==> config.mk <==
export PLATFORM = sky130hd
export DESIGN_NAME = pwm_multi_channel
export DESIGN_NICKNAME = d
export VERILOG_FILES = /design/src/rtl/pwm_multi_channel.sv
export SDC_FILE = /design/constraint.sdc
export NUM_CORES = 1
export LEC_CHECK = 0
export ABC_AREA = 1
export CORE_AREA = 2 2 153 140
export DETAILED_ROUTE_END_ITERATION = 8
export DIE_AREA = 0 0 155 142
export PLACE_DENSITY = 0.63
export SLEW_MARGIN = 20
export SYNTH_ARGS = -nofsm -noshare
export SYNTH_HDL_FRONTEND = slang
export SYNTH_SLANG_ARGS = --single-unit
export TNS_END_PERCENT = 30
==> constraint.sdc <==
create_clock -name clk -period 1.8 [get_ports clk]
set_input_delay 0.54 -clock clk [delete_from_list [all_inputs] [get_ports clk]]
set_output_delay 0.54 -clock clk [all_outputs]
set_load 0.01 [all_outputs]
==> src/rtl/pwm_multi_channel.sv <==
// -----------------------------------------------------------------------------
// pwm_multi_channel
//
// N-channel PWM generator. All channels share one prescaler and one period
// counter. Each channel has a shadow duty register, written through a simple
// write port, and an active duty register. The active duty and active period
// are reloaded only at a period boundary (or continuously while disabled), so
// a running period is never truncated or glitched by a register update.
//
// Parameters
//   CHANNELS    number of PWM outputs (1..32)
//   WIDTH       width of the period counter, period and duty values
//   PRESCALE_W  width of the prescaler reload value
//   CH_W        (derived) width of the channel select, max(1, clog2(CHANNELS))
//
// Ports
//   clk          system clock, rising edge
//   rst          synchronous reset, active-high
//   en           run enable; 0 holds the counter and drives inactive levels
//   prescale     counter advances once every prescale+1 clocks
//   period       counter counts 0..period; sampled at period boundaries
//   polarity     per-channel invert; 1 = active-low output
//   wr_en        duty write strobe (single cycle)
//   wr_ch        channel index for the write; out-of-range indices are ignored
//   wr_duty      duty value in counter ticks
//   pwm_out      registered PWM outputs
//   cycle_start  one-clock pulse when a new period begins
// -----------------------------------------------------------------------------
module pwm_multi_channel #(
  parameter int  CHANNELS   = 8,
  parameter int  WIDTH      = 8,
  parameter int  PRESCALE_W = 8,
  localparam int CH_W       = (CHANNELS > 1) ? $clog2(CHANNELS) : 1
) (
  input  logic                  clk,
  input  logic                  rst,
  input  logic                  en,
  input  logic [PRESCALE_W-1:0] prescale,
  input  logic [WIDTH-1:0]      period,
  input  logic [CHANNELS-1:0]   polarity,
  input  logic                  wr_en,
  input  logic [CH_W-1:0]       wr_ch,
  input  logic [WIDTH-1:0]      wr_duty,
  output logic [CHANNELS-1:0]   pwm_out,
  output logic                  cycle_start
);

  // ---------------------------------------------------------------------------
  // Shared timing state
  // ---------------------------------------------------------------------------
  logic [PRESCALE_W-1:0] presc_cnt;
  logic [PRESCALE_W-1:0] presc_cnt_nxt;
  logic [WIDTH-1:0]      counter;
  logic [WIDTH-1:0]      counter_nxt;
  logic [WIDTH-1:0]      active_period;
  logic                  cycle_start_nxt;

  logic tick;         // counter advances on this clock
  logic boundary;     // last tick of the current period
  logic load_active;  // copy shadow values into the active registers

  // The prescaler compares for equality only. If prescale is lowered below the
  // running count, the count keeps incrementing, wraps through all-ones and
  // then meets the new value, which is the intended behaviour.
  assign tick        = (presc_cnt == prescale);
  assign boundary    = en && tick && (counter == active_period);

  // While disabled the active registers track their sources every clock, so a
  // later enable starts the first period with the most recent values.
  assign load_active = boundary || !en;

  // NOTE: every signal driven from always_comb gets a default on entry; a
  // path that leaves one unassigned would infer a latch.
  always_comb begin
    presc_cnt_nxt   = '0;
    counter_nxt     = '0;
    cycle_start_nxt = 1'b0;
    if (en) begin
      presc_cnt_nxt = tick ? '0 : presc_cnt + PRESCALE_W'(1);
      if (boundary) begin
        counter_nxt     = '0;
        cycle_start_nxt = 1'b1;
      end else if (tick) begin
        counter_nxt = counter + WIDTH'(1);
      end else begin
        counter_nxt = counter;
      end
    end
  end

  // NOTE: sequential state is updated with non-blocking assignments only, so
  // every register samples the pre-edge value of every other register. The
  // per-channel duty load below relies on this to pick up the old shadow
  // value when a write and a boundary fall on the same edge.
  always_ff @(posedge clk) begin
    if (rst) begin
      presc_cnt     <= '0;
      counter       <= '0;
      active_period <= '1;
      cycle_start   <= 1'b0;
    end else begin
      presc_cnt   <= presc_cnt_nxt;
      counter     <= counter_nxt;
      cycle_start <= cycle_start_nxt;
      if (load_active) begin
        active_period <= period;
      end
    end
  end

  // ---------------------------------------------------------------------------
  // Per-channel duty registers and output stage
  // ---------------------------------------------------------------------------
  for (genvar i = 0; i < CHANNELS; i++) begin : g_ch
    logic [WIDTH-1:0] shadow_q;
    logic [WIDTH-1:0] active_q;
    logic             wr_hit;
    logic             pwm_d;
    logic             pwm_q;

    // Only indices 0..CHANNELS-1 have a matching channel, so a write to a
    // non-existent channel simply hits nothing.
    assign wr_hit = wr_en && (int'(wr_ch) == i);

    // Unsigned compare: duty 0 never asserts, duty >= period+1 asserts for the
    // whole period including the wrap, since the counter never exceeds period.
    always_comb begin
      pwm_d = polarity[i];
      if (en) begin
        pwm_d = (counter < active_q) ^ polarity[i];
      end
    end

    // NOTE: the duty registers are a handful of flops, not a RAM, so they are
    // cleared by reset along with the rest of the state; nothing from an
    // aborted period survives a reset.
    always_ff @(posedge clk) begin
      if (rst) begin
        shadow_q <= '0;
        active_q <= '0;
        pwm_q    <= 1'b0;
      end else begin
        if (wr_hit) begin
          shadow_q <= wr_duty;
        end
        if (load_active) begin
          active_q <= shadow_q;
        end
        pwm_q <= pwm_d;
      end
    end

    assign pwm_out[i] = pwm_q;
  end

endmodule

=== After elaboration in Yosys (flattened, before gate mapping) ===
Cells that the tools add are included.

* Shifts and indexed selects: 0
* Multipliers: 0
* Add/subtract/negate cells: 2
* Reductions and logical operators: 16
* Divide/modulo/power cells: 0
* Bitwise operators: 9
* Mux-type cells: 9
* Order comparisons: 8
* Equality and inequality tests: 9

{| class="wikitable"
|+ Operators by type and width
! operator !! count
|-
| 8-bit less-than comparator || 8
|-
| 8-bit by 1-bit adder with 8-bit output, second input constant || 2
|-
| 8-bit == test || 2
|-
| 3-bit == test, second input constant || 4
|-
| 1-bit logical AND || 10
|-
| 1-bit 2-to-1 mux || 9
|-
| 1-bit bitwise XOR || 8
|-
| 3-bit by 2-bit == test with 1-bit output, second input constant || 2
|-
| 3-bit OR reduction || 2
|-
| 3-bit by 1-bit == test with 1-bit output, second input constant || 1
|-
| 3-bit zero test || 1
|-
| 2-bit OR reduction || 1
|-
| 1-bit zero test || 1
|-
| 1-bit logical OR || 1
|-
| 1-bit NOT || 1
|}

* Logic and storage cells: 81
* Memories kept: 0
* Register bits after elaboration: 161
* Input bits: 39
* Output and inout bits: 9
* Latch bits: 0
* Memory bits (read-only): 0
* Memory bits (writable): 0

=== Depth between registers and ports, before layout ===
Gate-level depths: netlist of run 1.

* Depth after elaboration: 4
* Gate-level depth with buffers: 13
* Mapped depth without buffers: 11

=== Least setup slack after synthesis of run 1 ===
OpenSTA, ideal clock, no wires.

* Kind: input to register
* Start point: input port prescale[6]
* End point: register g_ch[0].active_q[7]
* Arrival time: 1523 ps
* Data required time: 1687 ps
* Library setup time: 113 ps
* Cell stages on the path: 11
* Slack: 164 ps
* Path buffers: 2
* Cell sequence: inv_1 nand2_1 nand2_1 nor2_1 nand2_2 nor2_4 a21oi_1 buf_4 buf_2 nor2_1 nor2_1

* Longest elaborated chain between the ends: 4

{| class="wikitable"
|+ RTL lines
! what !! RTL line !! RTL
|-
| start: declaration || 38 || <nowiki>input logic [PRESCALE_W-1:0] prescale,</nowiki>
|-
| 8-bit == test || 65 || <nowiki>assign tick = (presc_cnt == prescale);</nowiki>
|-
| 1-bit logical AND (2 in a row) || 66 || <nowiki>assign boundary = en && tick && (counter == active_period);</nowiki>
|-
| 1-bit logical OR || 70 || <nowiki>assign load_active = boundary || !en;</nowiki>
|-
| end signal: assignment || 147 || <nowiki>active_q <= shadow_q;</nowiki>
|-
| end: declaration || 116 || <nowiki>logic [WIDTH-1:0] active_q;</nowiki>
|}

No other way between the ends.
A chain may end at the register's enable or synchronous reset.

=== Worst setup path after layout of run 1 ===
* Start point: register presc_cnt[4]
* End point: register g_ch[0].active_q[7]

* Longest elaborated chain between the ends: 4

{| class="wikitable"
|+ RTL lines
! what !! RTL line !! RTL
|-
| start: declaration || 51 || <nowiki>logic [PRESCALE_W-1:0] presc_cnt;</nowiki>
|-
| start signal: assignment || 102 || <nowiki>presc_cnt <= presc_cnt_nxt;</nowiki>
|-
| 8-bit == test || 65 ||
|-
| 1-bit logical AND (2 in a row) || 66 ||
|-
| 1-bit logical OR || 70 ||
|}

No other way between the ends.

==> impl_results.rst, run 1 <==
.. list-table::
   :header-rows: 1

   * - Metric
     - Value
   * - Antenna violations before repair
     - 0
   * - Maximum count of clock buffers along a single path
     - 2
   * - Clock network power share
     - 0.430
   * - Post-DR vias/cell
     - 4.75
   * - Pleak
     - 4.87 nW
   * - Final standard cell count with taps included and fillers excluded
     - 1,525
   * - Total non-filler cell area in the finished layout
     - 9910 sq um
   * - Max VDD drop
     - 418 uV
   * - Final critical-path required period
     - 1.69 ns
   * - Yosys top cell area share
     - 0.398
   * - Net Sw Power
     - 2.11 mW
   * - Area after DPL
     - 9100 sq um
   * - Setup Slack @ Placement
     - -0.433 ns
   * - Number of optimization iterations in the first detailed-route pass
     - 4
   * - Vias post-DR
     - 7,245
   * - Fmax
     - 592 MHz
   * - Post-route total power
     - 8.29 mW
   * - Area of the placeable core
     - 20,500 sq um
   * - Maximum capacitance violations
     - 0
   * - Net count, final
     - 1,349
   * - Num CTS Buffers
     - 17
   * - Wire length of the first global-routing pass
     - 33,000 um
   * - Final number of max-transition violations
     - 0
   * - Met1 Routed Length
     - 10,100 um
   * - Post-detailed-route wirelength per cell
     - 13.5 um
   * - Worst setup slack after layout
     - 0.112 ns
   * - Largest driver fanout on the critical path
     - 19
   * - Detailed-routed wire length on met3
     - 946 um
   * - Count of buffers inserted at the top-level ports
     - 47
   * - H-tree depth reported by CTS
     - 4
   * - Internal Power
     - 6.18 mW
   * - Min-delay worst type
     - reg2reg
   * - Synth area leaders
     - dfxtp_1 (40%), nor2_1 (16%), nand2_1 (9.0%)
   * - Syn-to-layout area delta
     - 22.5%
   * - RePlAce Congestion
     - 0.779
   * - ANT cells
     - 0
   * - Initial Utilization
     - 0.395
   * - Sinks on Clock Net
     - 161
   * - Data arrival time at the worst-slack endpoint
     - 2.00 ns
   * - Latest clock arrival within the worst-skew pair
     - 0.42 ns
   * - Vert. Die Dim
     - 142 um
   * - Outcome
     - completed
   * - Max Used Layer
     - met4
   * - Final Hold Vio Count
     - 0
   * - Unique cell type count in the Yosys netlist
     - 24
   * - Post-synthesis register bit count
     - 161
   * - Final-report setup violation count
     - 0
   * - Unrepaired setup endpoints after global routing
     - false
   * - Die width
     - 155 um
   * - Drt first-iter violations
     - 475
   * - Total standard cell area after synthesis
     - 8090 sq um
   * - Syn. warnings
     - 0
   * - Total congestion overflow
     - 0
   * - Most frequent cells after synthesis
     - nor2_1 (335), nand2_1 (195), dfxtp_1 (161)
   * - Dpl cells
     - 1,485
   * - Library cell with the largest summed area after synthesis
     - dfxtp_1
   * - Total number of placement rows
     - 50
   * - Tightest slew margin relative to the limit
     - 0.572
   * - Async set or reset register ratio after synthesis
     - 0
   * - Worst Skew
     - 0.00552 ns
   * - Fraction of final layout cells sized beyond drive strength 1
     - 0.107
   * - Sum of net half-perimeters after detailed placement
     - 13,300 um
   * - Net switching share of the total power
     - 0.254
   * - Most used DFF post-synth
     - dfxtp_1
   * - Average size of a mapped cell
     - 6.84 sq um
   * - Total Routed Length
     - 20,600 um
   * - Most common cell in the netlist
     - nor2_1
   * - Worst-path clk slew
     - 0.06 ns
   * - Ports
     - 48
   * - TritonCTS clock tree
     - done
   * - Number of DRC violations after detailed routing
     - 0
   * - Combinational cell fraction of total power
     - 0.114
   * - Largest net degree at the start of global routing
     - 77
   * - Share of power burned in registers
     - 0.456
   * - Kind of start point of the critical path
     - register
   * - Sequential share of the synthesized area
     - 0.398
   * - Layout filler cell count
     - 2,038
   * - Nets in the synthesized netlist
     - 1,280
   * - Overall global routing resource usage
     - 0.188
   * - Critical path endpoint category
     - register
   * - Length of routed met2 wiring
     - 9160 um
   * - Post-synthesis cell count
     - 1,183
   * - Accumulated negative setup slack
     - 0 ns
   * - Worst Tran Pin Value
     - 0.642 ns
   * - ANT nets after route
     - 0
   * - Count of hold-fix buffers inserted at cts
     - 0
   * - Clock root buffer
     - clkbuf_16
   * - Post-synth EDFFs
     - 0
   * - Via count of the first global-routing pass
     - 6,522
   * - Worst setup slack for register-to-register paths
     - 0.11 ns
   * - Power density cells
     - 837 nW/um^2
   * - Die area
     - 22,000 sq um
   * - Worst Path Class, Setup
     - reg2reg
   * - Required time of the worst setup path
     - 2.12 ns
   * - Fin crit share
     - 0.938
==> power groups by stage <==
stage / sequential, mW / combinational (mW) / clock [mW]
final: 3.78 / 0.945 / 3.56
after global routing: 3.80 / 1.07 / 3.78
after CTS: 3.78 / 0.909 / 3.62
after detailed placement: 3.86 / 0.913 / 0
after global placement: 3.86 / 0.902 / 0
after floorplan: 3.84 / 0.601 / 0
==> critical path: stages, from the launching register on <==
cell,delay (ns)
dfxtp_1,0.41
inv_2,0.06
nand2_1,0.06
nand2_1,0.05
nor2_2,0.09
nand2_2,0.07
nor2_4,0.17
buf_12,0.13
a21oi_4,0.06
buf_4,0.15
buf_12,0.14
nor2_1,0.12
nor2_1,0.06
==> through the flow <==
| stage | util | hold slack (ns) |
|---|---|---|
| after floorplan | - | 0.441 |
| after global placement | 0.445 | 0.460 |
| after detailed placement | 0.445 | 0.465 |
| after CTS | 0.473 | 0.484 |
| after global routing | 0.484 | 0.479 |
| final | 0.484 | 0.454 |
==> final cells by class <==
class	instances	area [sq um]	area share
Inverter	142	536	0.0541
Tap cell	260	325	0.0328
Clock buffer	21	480	0.0485
Sequential cell	161	3230	0.326
Timing Repair Buffer	107	1140	0.115
Clock inverter	11	103	0.0104
Multi-Input combinational cell	823	4090	0.413
==> kinds of logic after synthesis <==
kind of cell	Yosys count	share of synthesized area
AND/OR/NAND/NOR	651	0.328
buffers and inverters	199	0.106
adder cells (fa/ha/maj)	58	0.0897
AO/OA/AOI/OAI	104	0.0668
XOR/XNOR	10	0.0108
flip-flops	161	0.398
==> worst paths after layout <==
check / start / endpoint / cells after the start
setup / recovery: presc_cnt[4]$_SDFF_PP0_ / g_ch[0].active_q[7]$_SDFFE_PP0P_ / 12
hold / removal: presc_cnt[0]$_SDFF_PP0_ / presc_cnt[0]$_SDFF_PP0_ / 1
setup reg to reg: presc_cnt[4]$_SDFF_PP0_ / g_ch[0].active_q[7]$_SDFFE_PP0P_ / 12
hold reg to reg: presc_cnt[0]$_SDFF_PP0_ / presc_cnt[0]$_SDFF_PP0_ / 1
==> cells in the final DEF, fill, tap and decap left out, drive strengths merged <==
cell,n
o21ai,79
nor4,1
dlymetal6s2s,8
ha,58
buf,58
a21oi,17
nand4,1
dlygate4sd2,9
a211oi,8
inv,144
xnor2,1
dfxtp,161
clkinvlp,3
xor2,9
nor3,7
clkbuf,24
clkinv,5
nor2,336
nand3,109
bufinv,1
nand2,197
clkdlybuf4s50,29
==> routing by layer <==
metal	GRT usage	vias up
met5	0	-
met4	0.0624	0
met3	0.0323	33
met2	0.300	144
li1	-	3822
met1	0.259	3246
==> flip-flops by register name, indices dropped and copies added, names as in the netlist <==
name	cells
active_period	8
counter	8
cycle_start	1
g_ch.active_q	64
g_ch.pwm_q	8
g_ch.shadow_q	64
presc_cnt	8
==> what timing repair did <==
item                                    in CTS  in global routing
hold endpoints to repair                     0                  0
endpoints found under the setup margin       9                 84
cloned                                       0                  4
pin swaps                                    0                  7
gates resized for setup                      9                 42
setup buffers                                0                  4
Note: power is estimated with default switching activity, not from simulation.
==> run 2, diff against run 1 <==
- CTS_CLUSTER_DIAMETER: unset -> 40
==> results of run 2 <==
Final layout, timing and power as in run 1 (identical DEF).
==> run 3, diff against run 2 <==
- SKIP_LAST_GASP: unset -> 1
==> impl_results.rst, run 3 (synthesized netlist as in run 1, its figures left out) <==
.. list-table::
   :header-rows: 1

   * - Metric
     - Value
   * - Worst Min Path Start
     - presc_cnt[0]$_SDFF_PP0_
   * - Final Hold Vio Count
     - 0
   * - Count of hold-fix buffers inserted at cts
     - 0
   * - Total Routed Length
     - 20,600 um
   * - Maximum count of clock buffers along a single path
     - 2
   * - Crit-path cells
     - clkdlybuf4s50_1
   * - Final-report setup violation count
     - 0
   * - H-tree depth reported by CTS
     - 4
   * - Area after DPL
     - 9100 sq um
   * - Number of DRC violations after detailed routing
     - 0
   * - Clock root buffer
     - clkbuf_16
   * - Worst setup slack after layout
     - 0.000911 ns
   * - Post-route total power
     - 8.30 mW
   * - Worst hold endpoint
     - presc_cnt[0]$_SDFF_PP0_
   * - Sinks on Clock Net
     - 161
   * - Pleak
     - 4.85 nW
   * - Register Area
     - 3230 sq um
   * - Worst setup slack for register-to-register paths
     - 0.10 ns
   * - Accumulated negative setup slack
     - 0 ns
   * - Vias post-DR
     - 7,258
   * - Antenna violations before repair
     - 0
   * - Fraction of final layout cells sized beyond drive strength 1
     - 0.105
   * - Max stage delay on crit path
     - 0.53 ns
   * - Most frequent standard cell in the layout excluding fill and tap cells
     - nor2_1
   * - Cell count of the worst reg-to-reg path
     - 11
   * - Critical path endpoint category
     - output pin
   * - Largest delay share family, worst path
     - buffers and inverters
   * - Kind of start point of the critical path
     - register
   * - Number of buffers and inverters on the critical path
     - 1
   * - Overall global routing resource usage
     - 0.188
   * - Highest-count cells in the layout ignoring fill and taps
     - nor2_1 (318), nand2_1 (194), dfxtp_1 (157)
   * - Worst Setup SP
     - g_ch[4].pwm_q$_SDFF_PP0_
   * - Final critical-path required period
     - 1.80 ns
   * - Post-detailed-route wirelength per cell
     - 13.5 um
   * - ANT cells
     - 0
   * - Latest clock arrival within the worst-skew pair
     - 0.43 ns
   * - Unrepaired setup endpoints after global routing
     - true
   * - Number of optimization iterations in the first detailed-route pass
     - 6
   * - Outcome
     - completed
   * - Data arrival time at the worst-slack endpoint
     - 1.26 ns
   * - Via count of the first global-routing pass
     - 6,516
   * - Initial Utilization
     - 0.395
   * - RePlAce Congestion
     - 0.779
   * - Multi-input gate area in the final layout
     - 4090 sq um
   * - Worst Path Class, Setup
     - reg2out
   * - TritonCTS clock tree
     - done
   * - Total number of placement rows
     - 50
   * - Power density cells
     - 838 nW/um^2
   * - Worst Tran Pin Value
     - 0.635 ns
   * - Sum of net half-perimeters after detailed placement
     - 13,300 um
   * - ANT nets after route
     - 0
   * - Post-DR vias/cell
     - 4.76
   * - Largest net degree at the start of global routing
     - 77
   * - Layout filler cell count
     - 2,032
   * - Num CTS Buffers
     - 17
   * - Total congestion overflow
     - 0
   * - Vert. Die Dim
     - 142 um
   * - Start of the worst register-to-register path
     - counter[6]$_SDFFE_PP0N_
   * - Fmax
     - 556 MHz
   * - Final design utilization
     - 0.484
   * - Syn-to-layout area delta
     - 22.5%
   * - Die area
     - 22,000 sq um
   * - Cells on Worst Hold Path
     - 1
   * - Ports
     - 48
   * - Area of the placeable core
     - 20,500 sq um
   * - Tightest slew margin relative to the limit
     - 0.577
   * - Maximum capacitance violations
     - 0
   * - Largest registers in the final layout
     - g_ch.active_q: 64 flops, g_ch.shadow_q: 64 flops
   * - Worst-path clk slew
     - 0.06 ns
   * - Fin crit share
     - 0.999
   * - Net count, final
     - 1,349
   * - Setup Slack @ Placement
     - -0.433 ns
   * - Total non-filler cell area in the finished layout
     - 9910 sq um
   * - Worst Skew
     - 0.00622 ns
   * - Wire length of the first global-routing pass
     - 32,900 um
   * - Drt first-iter violations
     - 471
   * - Largest driver fanout on the critical path
     - 1
   * - Critical path's slowest cell
     - clkdlybuf4s50_1
   * - Max VDD drop
     - 418 uV
   * - Count of buffers inserted at the top-level ports
     - 47
   * - Final number of max-transition violations
     - 0
   * - Destination of the worst register-to-register timing path
     - g_ch[0].active_q[7]$_SDFFE_PP0P_
   * - Required time of the worst setup path
     - 1.26 ns
   * - Die width
     - 155 um
   * - Min-delay worst type
     - reg2reg
run 3: area by class of cell:
type / instances / area share
clock buffer: 21 / 0.0485
tap: 260 / 0.0328
inverter: 142 / 0.0540
multi-input combinational: 823 / 0.413
sequential: 161 / 0.326
timing repair buffer: 107 / 0.116
clock inverter: 11 / 0.0104
run 3: report_power, final:
part           switching [mW]  total, mW  internal [mW]
Combinational           0.546      0.955          0.409
Sequential             0.0614       3.78           3.72
Clock                    1.50       3.56           2.06
run 3: worst max-delay path by stage:
stage | to | slack, ns | cells past startpoint
2_1_floorplan | g_ch[0].active_q[7]$_SDFFE_PP0P_ | 0.16 | 11
3_3_place_gp | g_ch[0].active_q[6]$_SDFFE_PP0P_ | -0.43 | 12
3_5_place_dp | g_ch[3].active_q[4]$_SDFFE_PP0P_ | -0.43 | 10
4_1_cts | pwm_out[7] | -0.02 | 1
5_1_grt | pwm_out[6] | -0.05 | 1
6_report | pwm_out[4] | 0.0009 | 1
run 3: per-layer routing:
| layer | wire [um] | share of wire | global-route usage |
|---|---|---|---|
| met3 | 997 | 0.048 | 0.0323 |
| met1 | 10000 | 0.49 | 0.259 |
| met2 | 9140 | 0.44 | 0.300 |
| met4 | 468 | 0.023 | 0.0624 |
| met5 | 0 | 0 | 0 |
run 3: repair_timing:
item | in CTS | in global routing
resized for setup | 2 | 40
setup endpoints to repair | 9 | 91
pin swaps | 0 | 7
setup buffers | 0 | 4
gates cloned | 0 | 4
run 3: metrics by stage:
step | hold WS [ns] | instances
after global routing | 0.479 | 1525
after global placement | 0.460 | 1485
after CTS | 0.484 | 1517
after floorplan | 0.441 | 1183
final | 0.457 | 1525
after detailed placement | 0.465 | 1485
